## src/rtl/enc_16x4_chk_pkg.sv

```systemverilog
// Shared widths and sweep FSM encoding for the 16-to-4 encoder/checker.
package enc_16x4_chk_pkg;
  localparam int NUM_LINES = 16;
  localparam int CODE_W    = 4;

  typedef enum logic [1:0] {
    ST_IDLE  = 2'd0,
    ST_SWEEP = 2'd1,
    ST_DONE  = 2'd2
  } sweep_state_t;
endpackage

```

## src/rtl/enc_16x4_prio.sv

```systemverilog
// Combinational 16-to-4 priority encoder: highest set line wins, plus
// zero and multi-hot flags.
module enc_16x4_prio
  import enc_16x4_chk_pkg::*;
(
  input  logic [NUM_LINES-1:0] d,
  output logic [CODE_W-1:0]    idx,
  output logic                 zero,
  output logic                 multi
);

  always_comb begin
    // NOTE: default every always_comb output first so no path infers a latch.
    idx = '0;
    for (int i = 0; i < NUM_LINES; i++) begin
      if (d[i]) idx = CODE_W'(i);
    end
  end

  assign zero  = (d == '0);
  // Clearing the lowest set bit leaves something only if two or more were set.
  assign multi = ((d & (d - NUM_LINES'(1))) != '0);

endmodule

```

## config.mk

```make
export PLATFORM = sky130hd
export DESIGN_NAME = enc_16x4_prio
export DESIGN_NICKNAME = d
export VERILOG_FILES = /design/src/rtl/enc_16x4_chk_pkg.sv /design/src/rtl/enc_16x4_prio.sv
export SDC_FILE = /design/constraint.sdc
export NUM_CORES = 1
export LEC_CHECK = 0
export CAP_MARGIN = 10
export CORE_AREA = 2 2 39 41
export DETAILED_ROUTE_END_ITERATION = 6
export DIE_AREA = 0 0 41 43
export DONT_BUFFER_PORTS = 1
export PLACE_DENSITY_LB_ADDON = 0.3
export SYNTH_ARGS = -nofsm -noshare
export SYNTH_HDL_FRONTEND = slang
export SYNTH_SLANG_ARGS = --single-unit
```

## constraint.sdc

```tcl
create_clock -name vclk -period 4
set_input_delay 1.2 -clock vclk [all_inputs]
set_output_delay 1.2 -clock vclk [all_outputs]
set_load 0.02 [all_outputs]
```

## Word-level counts from Yosys, hierarchy flattened

Cells that the tools add are included.

- Register bits: 0
- Latch bits: 0
- Memory bits (writable): 0
- ROM bits: 0
- Input port bits: 16
- Output and inout bits: 6
- Word-level logic and storage cells: 19
- Memories kept: 0

- Add/subtract/negate cells: 1
- $mul: 0
- Divide/modulo/power cells: 0
- $lt $le $gt $ge: 0
- Eq/ne operators: 0
- Shift-type cells: 0
- Muxes and demuxes: 15
- Bitwise gates (word level): 1
- Reductions and logical operators: 2

Operators with widths:

| cell | count |
|---|---|
| $mux W4 | 14 |
| $and A16 B16 Y16 | 1 |
| $logic_not A16 Y1 | 1 |
| $reduce_bool A16 Y1 | 1 |
| $sub A16 B1 Y16 const B | 1 |
| $mux W1 | 1 |

## Logic depth before layout (Yosys ltp)

Gate-level depths: netlist of the first run.

- Depth in word-level cells: 15
- Mapped depth: 5

## Worst setup path after synthesis of the first run

OpenSTA, ideal clock, no wires.

- Path type: input -> output
- Start point: input port d[2]
- End point: output port multi
- Arrival: 2.622 ns
- Data required time: 2.800 ns
- Slack: 0.178 ns
- Stages: 5
- Buffers on the path: 0
- Cells stage by stage: or4_4 nand2b_4 or4_4 o21ai_2 o221ai_2

- Word-level cells in the longest chain between the ends: 3

Ends and longest elaborated chain:

| element | RTL line | source |
|---|---|---|
| start, declared | enc_16x4_prio.sv:6 | `input logic [NUM_LINES-1:0] d,` |
| $sub A16 B1 Y16 | enc_16x4_prio.sv:22 | `assign multi = ((d & (d - NUM_LINES'(1))) != '0);` |
| $and A16 B16 Y16 * | enc_16x4_prio.sv:22 |  |
| $reduce_bool A16 Y1 * | enc_16x4_prio.sv:22 |  |
| end, declared | enc_16x4_prio.sv:9 | `output logic multi` |

Every way passes the cells marked *; elsewhere a longest branch is shown, timed or not.

## Worst setup path after layout of the first run

Same ends and word-level chain as after synthesis.

==> flow_metrics.py, run 1 <==
metrics = {
    "run_status": {
        "outcome": "finished clean",
    },
    "yosys": {
        "synth.distinct_cells": 22,
        "yosys_warnings": 0,
        "ys_seq_area_share_pct": 0,
        "syn_nets": 60,
        "synth_cells": 44,
        "syn_area_per_cell_um2": 7.024,
        "synth_area_um2": 309.0,
    },
    "pwr": {
        "ir_drop_uv": 14.37,
        "p_per_area_nw_per_um2": 49.58,
        "p_leak_nw": 0.1034,
        "power_w": 0.00001743,
    },
    "hold_path": {
        "min_from": "d[15]",
        "min_delay_path_depth": 2,
        "min_to": "idx[0]",
        "worstHoldPathType": "input port to primary output",
    },
    "cts": {
        "hold_buffers": 0,
        "cts.repair.resized": 0,
        "cts_setup_buffers": 0,
    },
    "cells_and_area": {
        "fillers": 158,
        "fin_nets": 65,
        "stdcell_count": 63,
        "syn_to_final_growth_pct": 13.77,
        "nClkBuffers": 0,
        "seq_cell_count": 0,
        "final_common_cell": "nor2_1",
        "post-route-util_pct": 25.41,
        "diodes": 0,
        "final_cell_mix": "7 x nor2_1, 5 x nor3_1",
        "register_area_um2": 0,
        "drive_above_1_share_pct": 19.15,
    },
    "sta": {
        "rsz0062_at_grt": "no",
        "slew_violations": 0,
        "finalSetupViolCount": 0,
        "period_needed_ps": 3855,
        "worstMarginPinSlew_ps": 499.4,
        "slew-limit-headroom_pct": 65.85,
        "whs_ps": 2587,
        "min_period_over_period_pct": 96.38,
        "fmax_mhz": 259.4,
        "setup_tns_ps": 0,
        "finalHoldViolCount": 0,
    },
    "floorplanning": {
        "core_um2": 1384,
        "start_util_pct": 22.33,
        "dieArea_um2": 1763,
        "die_w_um": 41,
        "chipHeight_um": 43,
        "rows": 14,
        "pin_count": 22,
    },
    "critical_path": {
        "critPathKind": "input port to primary output",
        "cp_top_family": "simple AND/OR/NAND/NOR gates",
        "worst-path-buf-inv": 0,
        "arrival_ps": 2660,
        "cp_common_cell": "or4_4",
        "cp-start-kind": "input port",
        "crit_chain": "or4_4, nand2b_4, or4_4, o21ai_2, o221ai_2",
        "required_ps": 2800,
        "startpoint": "d[2]",
        "worstSetupEndpointType": "primary output",
        "cp_slowest_cell": "or4_4",
        "critPathMaxFanout": 5,
        "slowest_delay_ps": 520,
    },
    "route": {
        "drc": 0,
        "wirelength_um": 855,
        "routedWlPerCell_um": 13.57,
        "viasPerCell": 5.444,
        "drtIter0Drc": 6,
        "num_vias": 343,
        "antenna_left": 0,
        "dr.pass1.iters": 2,
    },
    "place": {
        "placement.io_buffers": 0,
        "dp_hpwl_um": 743.8,
        "dpl.cell_count": 63,
        "place_congestion": 0.7245,
    },
    "grt": {
        "grt_start_max_net_pins": 7,
        "grt_overflow": 0,
        "grtUsageTotal_pct": 10.09,
        "grt_pass1_vias": 333,
        "grt_pass1_wl_um": 1338,
        "antenna_found_initial": 0,
    },
    "job": {
        "drv_cap": 0,
    },
}
## per-stage QoR
step                setup WS [ps]  instance area [um^2]
finish                      144.8                 351.6
global route                2.080                 351.6
CTS                         137.8                 351.6
detailed placement          140.4                 351.6
global placement            153.3                 351.6
floorplan                   177.7                 309.0
## synthesized netlist by cell type, drive strengths merged, types with 2 or more instances
cell | instances | area (um^2)
a2111oi | 3 | 26.28
o21bai | 2 | 15.01
o21ai | 3 | 18.77
inv | 3 | 11.26
a21oi | 3 | 15.01
maj3 | 3 | 30.03
nor4 | 2 | 27.53
or4 | 3 | 30.03
nand2b | 3 | 26.27
nor2 | 7 | 26.28
nor3 | 5 | 25.02
## worst max-delay path by stage
stage	cells after the start	end
floorplan	5	multi
finish	5	multi
CTS	5	multi
global placement	5	multi
detailed placement	5	multi
global route	5	multi
## report_power, final
group	internal, W	switching (W)	leakage, nW
sequential	0	0	0
combinational	0.00000872	0.00000871	0.103
clock	0	0	0
## kinds of logic after synthesis
| group | after synthesis | share of synthesized area (%) |
|---|---|---|
| and+or+nand+nor | 23 | 49.80 |
| AOI/OAI and AO/OA | 15 | 36.84 |
| adders and majority gates | 3 | 9.717 |
| buffers and inverters | 3 | 3.643 |
## final cells by class
type / count / area [um^2] / area share (%)
Inverter: 3 / 11.26 / 3.203
Tap cell: 16 / 20.02 / 5.694
Timing Repair Buffer: 3 / 22.52 / 6.406
Multi-Input combinational cell: 41 / 297.8 / 84.70
## metal layers
| layer | vias up | part of all wire, % | routed length [um] | global-route usage, % |
|---|---|---|---|---|
| met5 | - | 0 | 0 | 0 |
| met4 | 0 | 0 | 0 | 0 |
| met3 | 0 | 12 | 102 | 1.571 |
| met2 | 16 | 44 | 376 | 17.19 |
| met1 | 144 | 44 | 376 | 13.61 |
| li1 | 183 | - | - | - |
No activity file was read; power rests on OpenSTA's default activity.
==> run 2: changes to the inputs <==
--- a/config.mk
+++ b/config.mk
@@ -6,9 +6,9 @@
 export NUM_CORES = 1
 export LEC_CHECK = 0
 export CAP_MARGIN = 10
-export CORE_AREA = 2 2 39 41
+export CORE_MARGIN = 2
+export CORE_UTILIZATION = 23
 export DETAILED_ROUTE_END_ITERATION = 6
-export DIE_AREA = 0 0 41 43
 export DONT_BUFFER_PORTS = 1
 export PLACE_DENSITY_LB_ADDON = 0.3
 export SYNTH_ARGS = -nofsm -noshare
==> constraint.sdc (replaced) <==
create_clock -name vclk -period 4
set_input_delay 0.8 -clock vclk [all_inputs]
set_output_delay 0.8 -clock vclk [all_outputs]
set_load 0.02 [all_outputs]
==> run 2 against run 1 <==
Worst setup slack improved by 770 ps. First-iteration DRC count decreased by 100%. Worst hold slack got worse by 840 ps. Global-route usage decreased by 1.3 points. Maximum frequency increased by 25%. Critical path depth unchanged. Wire length decreased by 13%. Die area decreased by 6.2%.
==> flow_metrics.py, run 2 (synthesis results as in run 1) <==
metrics = {
    "cells_and_area": {
        "final_cell_mix": "7 x nor2_1, 5 x nor3_1",
        "diodes": 0,
        "final_common_cell": "nor2_1",
        "drive_above_1_share_pct": 13.64,
        "nClkBuffers": 0,
        "fin_nets": 62,
        "syn_to_final_growth_pct": 6.073,
        "seq_cell_count": 0,
        "register_area_um2": 0,
        "fin_area_um2": 327.8,
    },
    "sta": {
        "slew-limit-headroom_pct": 53.85,
        "finalSetupViolCount": 0,
        "worstMarginPinSlew_ps": 686.4,
        "setup_tns_ps": 0,
        "finalHoldViolCount": 0,
        "period_needed_ps": 3086,
        "fmax_mhz": 324.1,
        "slew_violations": 0,
        "rsz0062_at_grt": "no",
        "min_period_over_period_pct": 77.15,
    },
    "critical_path": {
        "slowest_delay_ps": 530,
        "cp_slowest_cell": "or4_4",
        "cp_top_family": "simple AND/OR/NAND/NOR gates",
        "worst-path-buf-inv": 0,
        "cp_common_cell": "or4_4",
        "crit_chain": "or4_4, nand2b_4, or4_4, o21ai_2, o221ai_2",
        "critPathKind": "input port to primary output",
        "required_ps": 3200,
        "arrival_ps": 2290,
        "critPathMaxFanout": 5,
        "cp-start-kind": "input port",
        "worstSetupEndpointType": "primary output",
    },
    "place": {
        "place_congestion": 0.6820,
        "dp_hpwl_um": 671.9,
        "place_area_um2": 327.8,
        "placement.io_buffers": 0,
    },
    "pwr": {
        "ir_drop_uv": 10.13,
        "p_leak_nw": 0.08927,
        "p_per_area_nw_per_um2": 48.68,
    },
    "job": {
        "drv_cap": 0,
    },
    "route": {
        "wirelength_um": 745,
        "drtIter0Drc": 0,
        "drc": 0,
        "viasPerCell": 5.712,
        "antenna_left": 0,
        "routedWlPerCell_um": 12.63,
        "dr.pass1.iters": 1,
        "num_vias": 337,
    },
    "grt": {
        "grtUsageTotal_pct": 8.744,
        "grt_pass1_vias": 265,
        "grt_pass1_wl_um": 1035,
        "antenna_found_initial": 0,
        "grt_overflow": 0,
        "grt_start_max_net_pins": 7,
    },
    "floorplanning": {
        "pin_count": 22,
        "die_w_um": 40.66,
        "chipHeight_um": 40.66,
        "dieArea_um2": 1653,
        "core_um2": 1285,
        "rows": 13,
        "start_util_pct": 24.05,
    },
    "hold_path": {
        "worstHoldPathType": "input port to primary output",
    },
    "run_status": {
        "outcome": "finished clean",
    },
    "cts": {
        "hold_buffers": 0,
        "cts.repair.resized": 0,
        "cts_setup_buffers": 0,
    },
}
[run 2: changes by cell type in the layout (fill, tap and decap cells not counted)]
cell   change
buf_4      -3
[run 2: routing by layer]
| metal | up-vias | share of wire, % | global-route usage [%] |
|---|---|---|---|
| met5 | - | 0 | 0 |
| met4 | 0 | 0 | 0 |
| met3 | 0 | 5.1 | 0 |
| met2 | 10 | 49 | 13.89 |
| met1 | 149 | 46 | 13.78 |
| li1 | 178 | - | - |
[run 2: path summary, 6_finish.rpt]
| check | to | cells after the start | slack [ps] | start |
|---|---|---|---|---|
| max | multi | 5 | 910 | d[2] |
| min | idx[1] | 1 | 1750 | d[13] |
[run 2: final cells by class]
| class | count | area (um^2) |
|---|---|---|
| Fill cell | 148 | 957.2 |
| Inverter | 3 | 11.26 |
| Multi-Input combinational cell | 41 | 297.8 |
| Tap cell | 15 | 18.77 |
[run 2: where the power goes]
group | total, W | switching [W] | internal, W
Combinational | 0.0000160 | 0.00000821 | 0.00000775
Sequential | 0 | 0 | 0
Clock | 0 | 0 | 0
[run 2: stage by stage]
stage	hold slack (ps)	power, W	setup WS (ps)	utilization, %	instances
2_1_floorplan	1742	0.00001450	977.7	-	44
3_3_place_gp	1751	0.00001661	931.1	25.51	59
3_5_place_dp	1746	0.00001620	911.2	25.51	59
4_1_cts	1747	0.00001628	910.1	25.51	59
5_1_grt	1762	0.00001831	854.8	25.51	59
6_report	1745	0.00001596	914.2	25.51	59
==> run 3: changes to the inputs <==
==> constraint.sdc (replaced) <==
create_clock -name vclk -period 2.5
set_input_delay 0.5 -clock vclk [all_inputs]
set_output_delay 0.5 -clock vclk [all_outputs]
set_load 0.02 [all_outputs]
==> run 3 against run 2 <==
First-iteration DRC count rose by 1. Cell count rose by 6.8%. Non-clock buffer count rose by 4. Largest power group unchanged. Global-route usage rose by 1.9 points. Clock-buffer cell count did not move. Sequential share of layout area did not move. Wire length rose by 25%. Core utilization rose by 4.8 points. Worst setup slack got worse by 910 ps. Worst hold slack got worse by 550 ps.
==> flow_metrics.py, run 3 (synthesis results as in run 1) <==
metrics = {
    "floorplanning": {
        "start_util_pct": 24.05,
        "pin_count": 22,
        "die_w_um": 40.66,
        "rows": 13,
        "core_um2": 1285,
        "dieArea_um2": 1653,
        "chipHeight_um": 40.66,
    },
    "critical_path": {
        "worstSetupEndpointType": "primary output",
        "cp_top_family": "simple AND/OR/NAND/NOR gates",
        "worst-path-buf-inv": 0,
        "crit_chain": "or4_4, nand2b_4, or4_4, o21ai_4, o221ai_4",
        "arrival_ps": 2000,
        "critPathMaxFanout": 5,
        "cp_slowest_cell": "or4_4",
        "slowest_delay_ps": 540,
        "cp-start-kind": "input port",
        "critPathKind": "input port to primary output",
        "required_ps": 2000,
        "cp_common_cell": "or4_4",
    },
    "sta": {
        "slew_violations": 0,
        "period_needed_ps": 2495,
        "min_period_over_period_pct": 99.80,
        "setup_slack_ps": 4.898,
        "fmax_mhz": 400.8,
        "rsz0062_at_grt": "yes",
        "slew-limit-headroom_pct": 61.12,
        "worstMarginPinSlew_ps": 581.8,
        "finalHoldViolCount": 0,
        "finalSetupViolCount": 0,
    },
    "cells_and_area": {
        "fin_area_um2": 389.1,
        "stdcell_count": 63,
        "final_cell_mix": "7 x nor2_1, 4 x nor3_1, 4 x buf_4",
        "seq_cell_count": 0,
        "fillers": 142,
        "nClkBuffers": 0,
        "syn_to_final_growth_pct": 25.91,
        "fin_nets": 66,
        "register_area_um2": 0,
        "diodes": 0,
        "final_common_cell": "nor2_1",
        "drive_above_1_share_pct": 25.00,
    },
    "pwr": {
        "p_per_area_nw_per_um2": 77.04,
        "ir_drop_uv": 20.82,
        "p_int_w": 0.00001444,
        "power_w": 0.00002998,
        "pwr-share-comb_pct": 100.0,
        "p_seq_share_pct": 0,
        "p_sw_share_pct": 51.83,
        "power.switching_w": 0.00001554,
        "p_leak_nw": 0.1189,
        "clkPwrFrac_pct": 0,
    },
    "route": {
        "antenna_left": 0,
        "dr.pass1.iters": 2,
        "drc": 0,
        "maxUsedRoutingLayer": "met3",
        "dr_wl_met2_um": 513,
        "viasPerCell": 5.540,
        "wirelength_um": 934,
        "met3_length_um": 85,
        "wl_met1_um": 335,
        "routedWlPerCell_um": 14.83,
        "drtIter0Drc": 1,
        "num_vias": 349,
    },
    "grt": {
        "grt_overflow": 0,
        "antenna_found_initial": 0,
        "grt_start_max_net_pins": 7,
        "grt_pass1_vias": 309,
        "grtUsageTotal_pct": 10.65,
        "grt_pass1_wl_um": 1269,
    },
    "run_status": {
        "outcome": "finished clean",
    },
    "place": {
        "placement.io_buffers": 0,
        "place_ws_ps": 28.79,
        "place_congestion": 0.6916,
        "dpl.cell_count": 62,
        "dp_hpwl_um": 708.9,
        "place_area_um2": 350.3,
    },
    "job": {
        "drv_cap": 0,
    },
    "hold_path": {
        "worstHoldPathType": "input port to primary output",
    },
}
[run 3: metal layers]
metal,GRT usage (%),up-vias
li1,-,184
met1,14.42,154
met2,19.05,11
met3,1.087,0
met4,0,0
met5,0,-
[run 3: layout make-up]
type                       instances  area (um^2)  area share, %
tap                               15        18.77          4.823
multi-input combinational         41        329.1          84.57
inverter                           3        11.26          2.894
timing repair buffer               4        30.03          7.717
[run 3: path summary, 6_finish.rpt]
path | start | to | slack, ps | cells past startpoint
max | d[2] | multi | 5 | 5
min | d[15] | idx[0] | 1190 | 2
[run 3: what timing repair did]
action / CTS / global route
gates resized for setup: 0 / 6
setup buffers: 0 / 1
hold buffers: 0 / 0
endpoints found under the setup margin: 0 / 1
[run 3: through the flow]
stage               setup TNS (ps)  hold WS (ps)  util [%]
floorplan                        0          1142         -
global placement                 0          1186     27.26
detailed placement               0          1194     27.26
CTS                              0          1193     27.26
global route                -38.98          1211     30.28
finish                           0          1192     30.28
[run 3: power by group through the flow]
stage	clock network, W	registers, W	logic, W
after global placement	0	0	0.0000281
after CTS	0	0	0.0000280
after global routing	0	0	0.0000334
after detailed placement	0	0	0.0000279
after floorplan	0	0	0.0000232
final	0	0	0.0000300
==> RTL edit (config.mk and constraints of run 2) <==
Change the package constant `CODE_W` from 4 to 5.
--- a/src/rtl/enc_16x4_chk_pkg.sv
+++ b/src/rtl/enc_16x4_chk_pkg.sv
@@ -2,5 +2,5 @@
 package enc_16x4_chk_pkg;
   localparam int NUM_LINES = 16;
-  localparam int CODE_W    = 4;
+  localparam int CODE_W    = 5;
 
   typedef enum logic [1:0] {
Ports: changed (resized idx); port bits go from 22 to 23. The function was not compared with the original's and may differ.
==> RTL edit against run 2 <==
Design area increased by 1.1%. Synthesized area rose by 3.6%. Synthesized cell count rose by 4.5%. Largest cell class unchanged. Highest routed layer unchanged. Die area up 3.3%. Critical path type unchanged. First-iteration DRC count grew 5. Power up 5.8%. Setup slack lost 0.00078 ns. Routed wire length is 8.2% higher. Global-route usage is 0.37 points lower.
==> RTL edit: results (changes against run 2) <==
| Metric | Value |
|---|---|
| Xor/xnor cell area share of the yosys netlist | 0% (unchanged) |
| Nets@finish | 63 (was 62) |
| Routed len/inst | 13.4 µm (was 12.6 µm) |
| CP max FO | 5 (unchanged) |
| Power Density | 50.9 mW/mm² (was 48.7 mW/mm²) |
| Peak supply drop | 0.0000135 V (was 0.0000101 V) |
| Dpl cell area | 332 µm² (was 328 µm²) |
| Vias | 336 (was 337) |
| HP Class | input port to primary output (unchanged) |
| Largest cells by area after synthesis | maj3_1 9.4%, nor2_1 8.2%, a2111oi_0 8.2% (was maj3_1 9.7%, nor2_1 8.5%, a2111oi_0 8.5%) |
| Share of total power in the clock network | 0% (about the same) |
| Initial DRC count | 5 (was 0) |
| Synth Area in Compound Gates | 35.5% (was 36.8%) |
| Adder-Cell Fraction of Synth Area | 9.38% (was 9.72%) |
| Distinct cells, synth | 24 (was 22) |
| CP startpoint | d[2] (unchanged) |
| Final std cells w/o fill | 60 (was 59) |
| Yosys warns | 0 (unchanged) |
| Status | finished clean (unchanged) |
| I/O Buffers | 0 (unchanged) |
| Crit-path leading delay family | simple AND/OR/NAND/NOR gates (unchanged) |
| Crit path DAT | 2.29 ns (about the same) |
| Switching share of total power | 54.1% (was 51.5%) |
| Setup crit end | multi (unchanged) |
| Num sequential | 0 (unchanged) |
| Initial antenna violation count | 0 (unchanged) |
| Leakage | 0.0000925 µW (was 0.0000893 µW) |
| Syn_area_per_cell | 6.96 µm² (was 7.02 µm²) |
| Logic gate share of total power | 100.0% (about the same) |
| N_diodes | 0 (unchanged) |
| Post_cts resized | 0 (unchanged) |
| Mux cell area share after synthesis | 0% (unchanged) |
| Vias in the first global route | 244 (was 265) |
| Fmax achieved | 324 MHz (about the same) |
| Slew @ Worst Pin | 0.710 ns (was 0.686 ns) |
| Crit-path slowest cell | or4_4 (unchanged) |
| Fraction of layout cells with a size suffix above 1 | 13.3% (was 13.6%) |
| DP Worst Slack | 0.914 ns (was 0.911 ns) |
| Clkbuf count | 0 (unchanged) |
| Largest net degree at the start of global routing | 7 (unchanged) |
| First-pass GRT wire length | 1020 µm (was 1040 µm) |
| Register area share after synthesis | 0% (unchanged) |
| Syn Nets | 62 (was 60) |
| Drt pass-1 iters | 2 (was 1) |
| Post-CTS Setup Bufs | 0 (unchanged) |
| GR Util All Layers | 8.37% (was 8.74%) |
| GP Congestion | 0.713 (was 0.682) |
| Final HPWL DP | 671 µm (was 672 µm) |
RTL edit: per-layer routing:
metal	global-route usage [%]	vias up	wire, µm
met3	0.532	0	64
met2	12.5	9	349
met5	0	-	0
met1	13.6	149	392
met4	0	0	0
li1	-	178	-
RTL edit: logic make-up (layout without fill, tap and decap cells):
logic type / Yosys count / after routing
and+or+nand+nor: 23 / 23
AOI/OAI and AO/OA: 15 / 15
buffers and inverters: 4 / 3
adders and majority gates: 3 / 3
other: 1 / 1
RTL edit: final cells by class:
class | count | area (µm²)
Fill cell | 150 | 970
Multi-Input combinational cell | 42 | 302
Tap cell | 15 | 18.8
Inverter | 3 | 11.3
RTL edit: worst min path at each step:
stage	slack [ns]	cells after the start	end	from
global placement	1.75	1	idx[1]	d[13]
finish	1.75	1	idx[1]	d[13]
floorplan	1.74	1	idx[1]	d[13]
global route	1.76	1	idx[1]	d[13]
detailed placement	1.75	1	idx[1]	d[13]
CTS	1.75	1	idx[1]	d[13]
